## src/rtl/bitstream_packer.sv

```systemverilog
// Packs variable-length codes (0..16 bits, MSB-first) into 32-bit words for the
// encoded-word RAM. A final partial word is padded with 1s, then bitti_o pulses once.
module bitstream_packer #(
    parameter int MAX_KELIME = 2406
) (
    input  logic        clk_i,
    input  logic        rst_ni,
    input  logic        en_i,
    input  logic [15:0] kod_i,
    input  logic [4:0]  uzunluk_i,
    input  logic        son_i,
    output logic        hazir_o,
    output logic [31:0] kelime_o,
    output logic        kelime_gecerli_o,
    input  logic        kelime_hazir_i,
    output logic [12:0] adres_o,
    output logic        bitti_o,
    output logic        tasma_o
);

    typedef enum logic [1:0] {PACK, FLUSH, DONE} state_e;

    state_e      state_q;
    logic [63:0] acc_q, acc_d;
    logic [6:0]  sayac_q, sayac_d;
    logic [31:0] kelime_q, word_d;
    logic        vld_q;
    logic [12:0] adres_q;
    logic        bitti_q;
    logic        tasma_q;

    logic [4:0]  len;
    logic [16:0] mask17;
    logic [15:0] code16;
    logic        xfer, can_load, load_full, load_pad, handoff;
    logic [63:0] base_acc, placed;
    logic [6:0]  base_cnt;

    assign hazir_o          = (state_q == PACK) && (sayac_q <= 7'd48);
    assign kelime_o         = kelime_q;
    assign kelime_gecerli_o = vld_q;
    assign adres_o          = adres_q;
    assign bitti_o          = bitti_q;
    assign tasma_o          = tasma_q;

    always_comb begin
        len       = (uzunluk_i > 5'd16) ? 5'd16 : uzunluk_i;
        mask17    = (17'd1 << len) - 17'd1;
        code16    = kod_i & mask17[15:0];
        xfer      = en_i && hazir_o;
        can_load  = !vld_q || kelime_hazir_i;
        handoff   = vld_q && kelime_hazir_i;
        load_full = (sayac_q >= 7'd32) && can_load;
        load_pad  = (state_q == FLUSH) && (sayac_q != 7'd0) && (sayac_q < 7'd32) && can_load;

        // Held bits sit at the top of the accumulator; a code lands right below them,
        // after the outgoing word (if any) has been shifted away.
        base_acc = load_full ? {acc_q[31:0], 32'b0} : acc_q;
        base_cnt = load_full ? (sayac_q - 7'd32) : sayac_q;
        placed   = ({code16, 48'b0} << (5'd16 - len)) >> base_cnt;

        acc_d   = base_acc | (xfer ? placed : 64'b0);
        sayac_d = base_cnt + (xfer ? {2'b0, len} : 7'd0);
        word_d  = acc_q[63:32];
        if (load_pad) begin
            word_d  = acc_q[63:32] | (32'hFFFF_FFFF >> sayac_q);
            acc_d   = 64'b0;
            sayac_d = 7'd0;
        end
    end

    always_ff @(posedge clk_i or negedge rst_ni) begin
        if (!rst_ni) begin
            state_q  <= PACK;
            acc_q    <= 64'b0;
            sayac_q  <= 7'd0;
            kelime_q <= 32'b0;
            vld_q    <= 1'b0;
            adres_q  <= 13'd0;
            bitti_q  <= 1'b0;
            tasma_q  <= 1'b0;
        end else begin
            acc_q   <= acc_d;
            sayac_q <= sayac_d;

            if (load_full || load_pad) begin
                kelime_q <= word_d;
                vld_q    <= 1'b1;
            end else if (handoff) begin
                vld_q <= 1'b0;
            end

            if (handoff) begin
                if (adres_q == 13'(MAX_KELIME - 1)) begin
                    adres_q <= 13'd0;
                    tasma_q <= 1'b1;
                end else begin
                    adres_q <= adres_q + 13'd1;
                end
            end

            case (state_q)
                PACK: begin
                    bitti_q <= 1'b0;
                    if (xfer && son_i) state_q <= FLUSH;
                end
                FLUSH: begin
                    // Only finish once the last word has actually left.
                    if (sayac_q == 7'd0 && !vld_q) begin
                        state_q <= DONE;
                        bitti_q <= 1'b1;
                        adres_q <= 13'd0;
                    end
                end
                DONE: begin
                    bitti_q <= 1'b0;
                    state_q <= PACK;
                end
                default: state_q <= PACK;
            endcase
        end
    end

endmodule

```

## config.mk

```make
export PLATFORM = sky130hd
export DESIGN_NAME = bitstream_packer
export DESIGN_NICKNAME = d
export VERILOG_FILES = /design/src/rtl/bitstream_packer.sv
export SDC_FILE = /design/constraint.sdc
export NUM_CORES = 1
export LEC_CHECK = 0
export ABC_AREA = 1
export CORE_MARGIN = 3
export CORE_UTILIZATION = 56
export CTS_CLUSTER_DIAMETER = 200
export CTS_CLUSTER_SIZE = 16
export DETAILED_ROUTE_END_ITERATION = 6
export PLACE_DENSITY = 0.78
export SLEW_MARGIN = 5
export SYNTH_ARGS = -nofsm -noshare
export SYNTH_HDL_FRONTEND = slang
export SYNTH_SLANG_ARGS = --single-unit
export TNS_END_PERCENT = 5
```

## constraint.sdc

```tcl
create_clock -name clk_i -period 3.55 [get_ports clk_i]
set_input_delay 0.8875 -clock clk_i [delete_from_list [all_inputs] [get_ports clk_i]]
set_output_delay 0.8875 -clock clk_i [all_outputs]
set_load 0.005 [all_outputs]
```

Word-level counts from Yosys, hierarchy flattened
Cells that the tools add are included.
{"block": "op_classes", "bitwise_logic": 3, "n_mux": 19, "add_sub_neg": 5, "shifts": 4, "reduce_logical": 21, "eq_ne": 5, "magnitude_cmp": 4}
{"op": "2-to-1 mux 64 bit", "n": 3}
{"op": "bitwise OR 64 bit", "n": 1}
{"op": "<< shifter 64 x 5 -> 64 bit", "n": 1}
{"op": "right shift 64 x 7 -> 64 bit", "n": 1}
{"op": "2-to-1 mux 13 bit", "n": 4}
{"op": "2-to-1 mux 32 bit", "n": 1}
{"op": "bitwise OR 32 bit", "n": 1}
{"op": "right shift 32 x 7 -> 32 bit, first input constant", "n": 1}
{"op": "AND 16 bit", "n": 1}
{"op": "<< shifter 1 x 5 -> 16 bit, first input constant", "n": 1}
{"op": "subtractor 16 x 1 -> 16 bit, second input constant", "n": 1}
{"op": "2-to-1 mux 7 bit", "n": 2}
{"op": "adder 13 x 1 -> 13 bit, second input constant", "n": 1}
{"op": "equality test 13 x 12 -> 1 bit, second input constant", "n": 1}
{"op": "2-to-1 mux 5 bit", "n": 2}
{"op": "logical AND 1 bit", "n": 9}
{"op": "adder 7 x 5 -> 7 bit", "n": 1}
{"op": "greater-or-equal comparator 7 x 6 -> 1 bit, second input constant", "n": 1}
{"op": "less-or-equal comparator 7 x 6 -> 1 bit, second input constant", "n": 1}
{"op": "logical NOT 7 bit", "n": 1}
{"op": "less-than comparator 7 x 6 -> 1 bit, second input constant", "n": 1}
{"op": "nonzero test 7 bit", "n": 1}
{"op": "subtractor 7 x 6 -> 7 bit, second input constant", "n": 1}
{"op": "AND reduction 2 bit", "n": 3}
{"op": "other kinds (14)", "n": 20}
{"block": "word_totals", "out_inout_bits": 49, "wordCells": 69, "in_bits": 26, "register_bits": 121}

Logic depth before layout (Yosys ltp)
{"block": "logic_depth", "word_depth": 10, "depth_mapped": 34, "depth_no_buf": 31}

Worst setup path after synthesis
Ideal clock, no wire load.
{"block": "synth_timing", "path_type": "input -> register", "start": "in uzunluk_i[3]", "end": "reg acc_q[54]", "cell_stages": 29, "path_slack_ps": -304, "path_buffers": 3, "t_arrival_ps": 3780, "t_required_ps": 3476, "setup_ps": 74, "cell_sequence": "buf_4 -> inv_2 -> nand3_2 -> nand2_1 -> nand2_1 -> buf_6 -> buf_6 -> ha_1 -> ha_1 -> nand2_1 -> ha_1 -> nand3_1 -> nor2_2 -> nand2_1 -> nand2_1 -> nand3_1 -> nand2_1 -> nand2_1 -> nand2_1 -> nand3_1 -> nand3_1 -> nand3_1 -> nand2_1 -> nand2_2 -> nor2_4 -> nand2_2 -> a21oi_2 -> nand2_1 -> a21oi_2"}
{"block": "synth_between", "elab_chain_len": 10, "word_cells_on_any_way": 11, "cone_classes": "2 x add/sub; 1 x order compare; 3 x shift; 3 x mux; 2 x bitwise"}
{"item": "start, declared", "line_no": "10", "source": "input logic [4:0] uzunluk_i,"}
{"item": "greater-than comparator 5 bit", "line_no": "47", "source": "len = (uzunluk_i > 5'd16) ? 5'd16 : uzunluk_i;"}
{"item": "2-to-1 mux 5 bit *", "line_no": "47"}
{"item": "<< shifter 1 x 5 -> 16 bit", "line_no": "48", "source": "mask17 = (17'd1 << len) - 17'd1;"}
{"item": "subtractor 16 x 1 -> 16 bit", "line_no": "48"}
{"item": "AND 16 bit", "line_no": "49", "source": "code16 = kod_i & mask17[15:0];"}
{"item": "<< shifter 64 x 5 -> 64 bit *", "line_no": "60", "source": "placed = ({code16, 48'b0} << (5'd16 - len)) >> base_cnt;"}
{"item": "right shift 64 x 7 -> 64 bit *", "line_no": "60"}
{"item": "2-to-1 mux 64 bit *", "line_no": "62", "source": "acc_d = base_acc | (xfer ? placed : 64'b0);"}
{"item": "bitwise OR 64 bit *", "line_no": "62"}
{"item": "2-to-1 mux 64 bit *", "line_no": "65", "source": "if (load_pad) begin"}
{"item": "via acc_d[54]", "line_no": "24", "source": "logic [63:0] acc_q, acc_d;"}
{"item": "end signal, assigned", "line_no": "75", "source": "acc_q <= 64'b0;"}
{"item": "end signal, assigned", "line_no": "83", "source": "acc_q <= acc_d;"}
{"item": "end, declared", "line_no": "24"}
The timed path passes the listed nets; every way through them passes the cells marked *.
A chain may end at the register's enable or synchronous reset.

Worst setup path in the final report
{"block": "layout_timing", "start": "in uzunluk_i[0]", "end": "reg acc_q[30]"}
Same word-level chain as after synthesis.

==> results.md <==
- The smallest setup slack after layout is -0.00523 ns.
- The minimum clock period after layout is 3.56 ns.
- After floorplanning, the core was divided into 44 placement rows.
- The cell with the most instances after synthesis is nand2_1.
- Routability-driven placement finished with a final weighted congestion of a little under 1.
- The total of flip-flops plus latches after synthesis is 121.
- The HPWL after detailed placement is around 19,000 µm.
- The total internal power is approximately 4.7 mW.
- The largest net degree at the start of global routing is 61.
- Per report_power, the clock group accounts for 19.9% of the total.
- The hold violation count in the final report is 0.
- On the worst path, the slowest cell contributes a delay of 0.21 ns.
- The number of buffers and inverters on the critical path is 2.
- The fill cell total of the finished layout is ~1,100.
- For this run the aggregate overflow at the end of global routing stands at 0.
- The normalized max-slew margin is approximately 40%.
- The setup TNS is -0.00523 ns.
- The count of different cell masters after synthesis is between 40 and 50.
- Global routing used roughly a third of the available tracks.
- TritonCTS built the clock tree.
- The total standard cell area after synthesis is 0.00850 mm².
- The core region is 0.0147 mm².
- The synthesized net count is ~1,300.
- The root cell of the clock tree is clkbuf_16.
- The dominant cell type by area after synthesis is dfrtp_1.
- The checks that failed: setup timing.
- The commonest register cell after synthesis is dfrtp_1.
- STA classifies the critical path startpoint as a primary input.
- The post-detailed-route DRC marker count is 0.
- The number of port buffers is 74.
- The count of cells in the finished layout, fillers not included, comes to 1,577.
- The die outline area is about 0.017 mm².
- Measured along the y axis, the die boundary spans about 130 µm.
- The commonest cells after synthesis are nand2_1, nand3_1, dfrtp_1, nor2_1, inv_1.
- The area share of the leading cell type in the synthesized netlist is a little over a third.
- The number of global-route vias before repair is roughly 8,800.
- Setup violations remaining at the end of the flow were counted as 1.
- The clock latency of the later-clocked register in the worst-skew pair is just over 0.4 ns.
- The tightest hold path in the finished design has a slack of roughly 0.4 ns.
- Of the available clock period, the critical path in the final layout requires 100%.
- Setup repair after global routing could not meet its margin everywhere.
- The sequential share of power is 24.5%.
- At the worst endpoint, the required time is 3.90 ns.
- The top-level I/O count is 75.
- The area added between synthesis and finish is 30.8%.
- In this run the worst path has a maximum fanout of 5.
- For this design the total switching power over the nets is approximately 4.0 mW.
- In this design, the largest share of critical-path delay is due to simple AND/OR/NAND/NOR gates.
- For this run, asynchronously set or reset flops after synthesis account for 100%.
- The power per cell area is 782 mW/mm².
- In the post-synthesis netlist, the biggest area contributors are dfrtp_1, nand2_1, nand3_1, o21ai_0, nor2_1.
- Clock-pin slew was measured on the worst setup and hold paths at around 0.060 ns.
- The first routing iteration left 1,326 violations.
- In this run the worst hold path is classified as in -> async.
- Once detail routing completed, the nets flagged for antenna violations numbered 0.
- 0 antenna diodes ended up in the layout.
- A synthesized cell averages 6.81 µm².
- In this run, CTS created clock tree buffers numbering 17.
- The number of violations of the max-capacitance limit is 0.
- The critical path is of the in -> reg type.
- Timing would allow up to between 200 and 300 MHz.
- The critical path capture point type is a register.
- Once the floorplan was initialized, standard cells occupied 57.8% of the core.
- The Yosys step of the flow raised 0 warnings.
- The layout cell share with drive strength beyond 1 is 22.1%.
- Counting stages on the worst path, the most repeated cell is nand2_1.
- The die is ~130 µm wide.
- The average vias per placed instance is between 6 and 7.
- The data arrival time at the worst-slack endpoint is 3.90 ns.
- The initial antenna violation count came to 0.
- The combinational share of power is between 50% and 60%.
- The cell type of the slowest stage on the worst timing path is nor2_4.
- Between clock sinks in the finished design, the worst skew comes to 0.00643 ns.
- The run finished, with violations left.
- The first TritonRoute pass finished after 6 iterations.
- At the pin with the least slew margin, the transition time is between 0.9 and 1 ns.
- The count of hold-fix buffers inserted at cts is 0.
- The count of final max-slew check failures was 0.
- The leakage power is 5.45 nW.
- CTS built an H-tree with a depth of 4.
- The cell count after synthesis is ~1,200.
- VDD sags by at most 0.522 mV.
- The global-route wire length before repair is about 44,000 µm.
- After detailed routing, the average wire length per cell comes to roughly 17 µm.
- The proportion of synthesized chip area in sequential cells is between 30% and 40%.
- In this run, placement finished with an instance count of ~1,500.
- In this run the deepest clock path goes through 2 buffers.
- Counting every sink on the clock net gives between 100 and 150.
- The number of enable flip-flop cells after synthesis is 0.
- Net switching is 46.4% of the power.
- The routed wire length is about 27,000 µm.
- The final layout contains 1,423 nets.
- The design draws just under 9 mW.
- The routed layout has 9,489 vias.
==> layout make-up <==
cell class / count / area [µm²] / area share [%]
clock inverters: 11 / 148 / 1.33
flip-flops and latches: 121 / 3030 / 27.2
repair buffers: 177 / 1530 / 13.7
inverters: 107 / 409 / 3.68
multi-input cells: 956 / 5330 / 48.0
well taps: 184 / 230 / 2.07
clock buffers: 21 / 440 / 3.96
==> worst paths after layout <==
| kind | from | end | slack, ns | depth (start not counted) |
|---|---|---|---|---|
| min in group clk_i | kelime_o[31] | kelime_o[31] | 0.47 | 2 |
| min reg2reg | kelime_o[31] | kelime_o[31] | 0.47 | 2 |
| min | rst_ni | adres_o[0] | 0.41 | 1 |
| max reg2reg | sayac_q[0] | sayac_q[6] | 0.44 | 16 |
| max in group asynchronous | rst_ni | kelime_o[31] | 2.35 | 2 |
| max | uzunluk_i[0] | acc_q[30] | -0.005 | 28 |
==> power groups by stage <==
stage / sequential [mW] / clock (mW) / combinational [mW]
after floorplan: 2.07 / 0 / 2.84
after global placement: 2.11 / 0 / 4.27
after global routing: 2.17 / 1.80 / 5.26
after CTS: 2.12 / 1.74 / 4.50
final: 2.12 / 1.73 / 4.84
after detailed placement: 2.13 / 0 / 4.32
==> per-layer routing <==
| layer | global-route usage, % | vias to the layer above | part of all wire (%) |
|---|---|---|---|
| met5 | 0 | - | 0 |
| met4 | 11.3 | 0 | 3.1 |
| met3 | 5.94 | 90 | 9.3 |
| met2 | 51.3 | 541 | 46 |
| met1 | 46.0 | 4374 | 42 |
| li1 | - | 4484 | - |
==> state kept, by name, summed over array words and instances, names as in the netlist <==
name              cells
bitti_o               1
sayac_q               7
state_q               2
tasma_o               1
kelime_gecerli_o      1
kelime_o             32
acc_q                64
adres_o              13
==> worst reg2reg max path: cells and delay by family (launching register included) <==
family | cells | cell delay, ns
AND/OR/NAND/NOR | 7 | 0.95
buffers and inverters | 2 | 0.42
AO/OA/AOI/OAI | 5 | 0.79
flip-flops | 1 | 0.39
adder cells (fa/ha/maj) | 2 | 0.43
==> cells in the final DEF, fill, tap and decap left out, types with 3 or more instances in the layout <==
| cell type | count |
|---|---|
| a21oi_2 | 11 |
| inv_1 | 89 |
| o211ai_1 | 3 |
| dfrtp_1 | 121 |
| o21ai_2 | 8 |
| nand4_4 | 4 |
| o21ai_0 | 70 |
| nand3_2 | 42 |
| nand2_2 | 40 |
| clkinv_1 | 4 |
| o31ai_1 | 3 |
| a21oi_1 | 52 |
| buf_4 | 100 |
| bufinv_16 | 3 |
| clkbuf_1 | 4 |
| nor2_4 | 8 |
| ha_4 | 5 |
| nor3_1 | 9 |
| nor3b_1 | 4 |
| inv_2 | 11 |
| nand4_2 | 3 |
| nor2_1 | 82 |
| clkdlybuf4s50_1 | 68 |
| nand3_1 | 159 |
| a31oi_1 | 17 |
| inv_4 | 3 |
| xor2_1 | 3 |
| nand2_1 | 296 |
| ha_1 | 9 |
| mux2i_1 | 11 |
| buf_6 | 4 |
| nand3_4 | 3 |
| o21ai_1 | 27 |
| nand2_4 | 9 |
| nand4_1 | 41 |
| clkbuf_2 | 3 |
| nor2_2 | 16 |
| clkbuf_16 | 17 |
| clkinvlp_4 | 4 |
==> per-stage QoR <==
stage                     area, µm²  worst slack (ns)  util [%]
after global placement         9960            -0.821      67.8
after detailed placement       9960            -0.904      67.8
after global routing          11100            -0.260      75.6
after floorplan                8630           -0.0694         -
final                         11100          -0.00523      75.6
after CTS                     10800           0.00278      73.5
==> cells by family (layout without fill, tap and decap cells) <==
| logic type | Yosys count | after routing | share of synthesized area [%] |
|---|---|---|---|
| multiplexers | 11 | 11 | 1.30 |
| AND/OR/NAND/NOR | 723 | 723 | 38.9 |
| XOR/XNOR | 4 | 4 | 0.412 |
| flip-flops | 121 | 121 | 35.6 |
| AO/OA/AOI/OAI | 201 | 201 | 12.8 |
| adder cells (fa/ha/maj) | 17 | 17 | 2.59 |
| buffers and inverters | 171 | 316 | 8.35 |
==> timing repair <==
item | 4_1_cts | 5_1_grt
setup endpoints to repair | 64 | 64
gates resized for setup | 65 | 80
pin swaps | 35 | 54
buffers inserted | 7 | 8
Power figures use the tool's default switching activity.
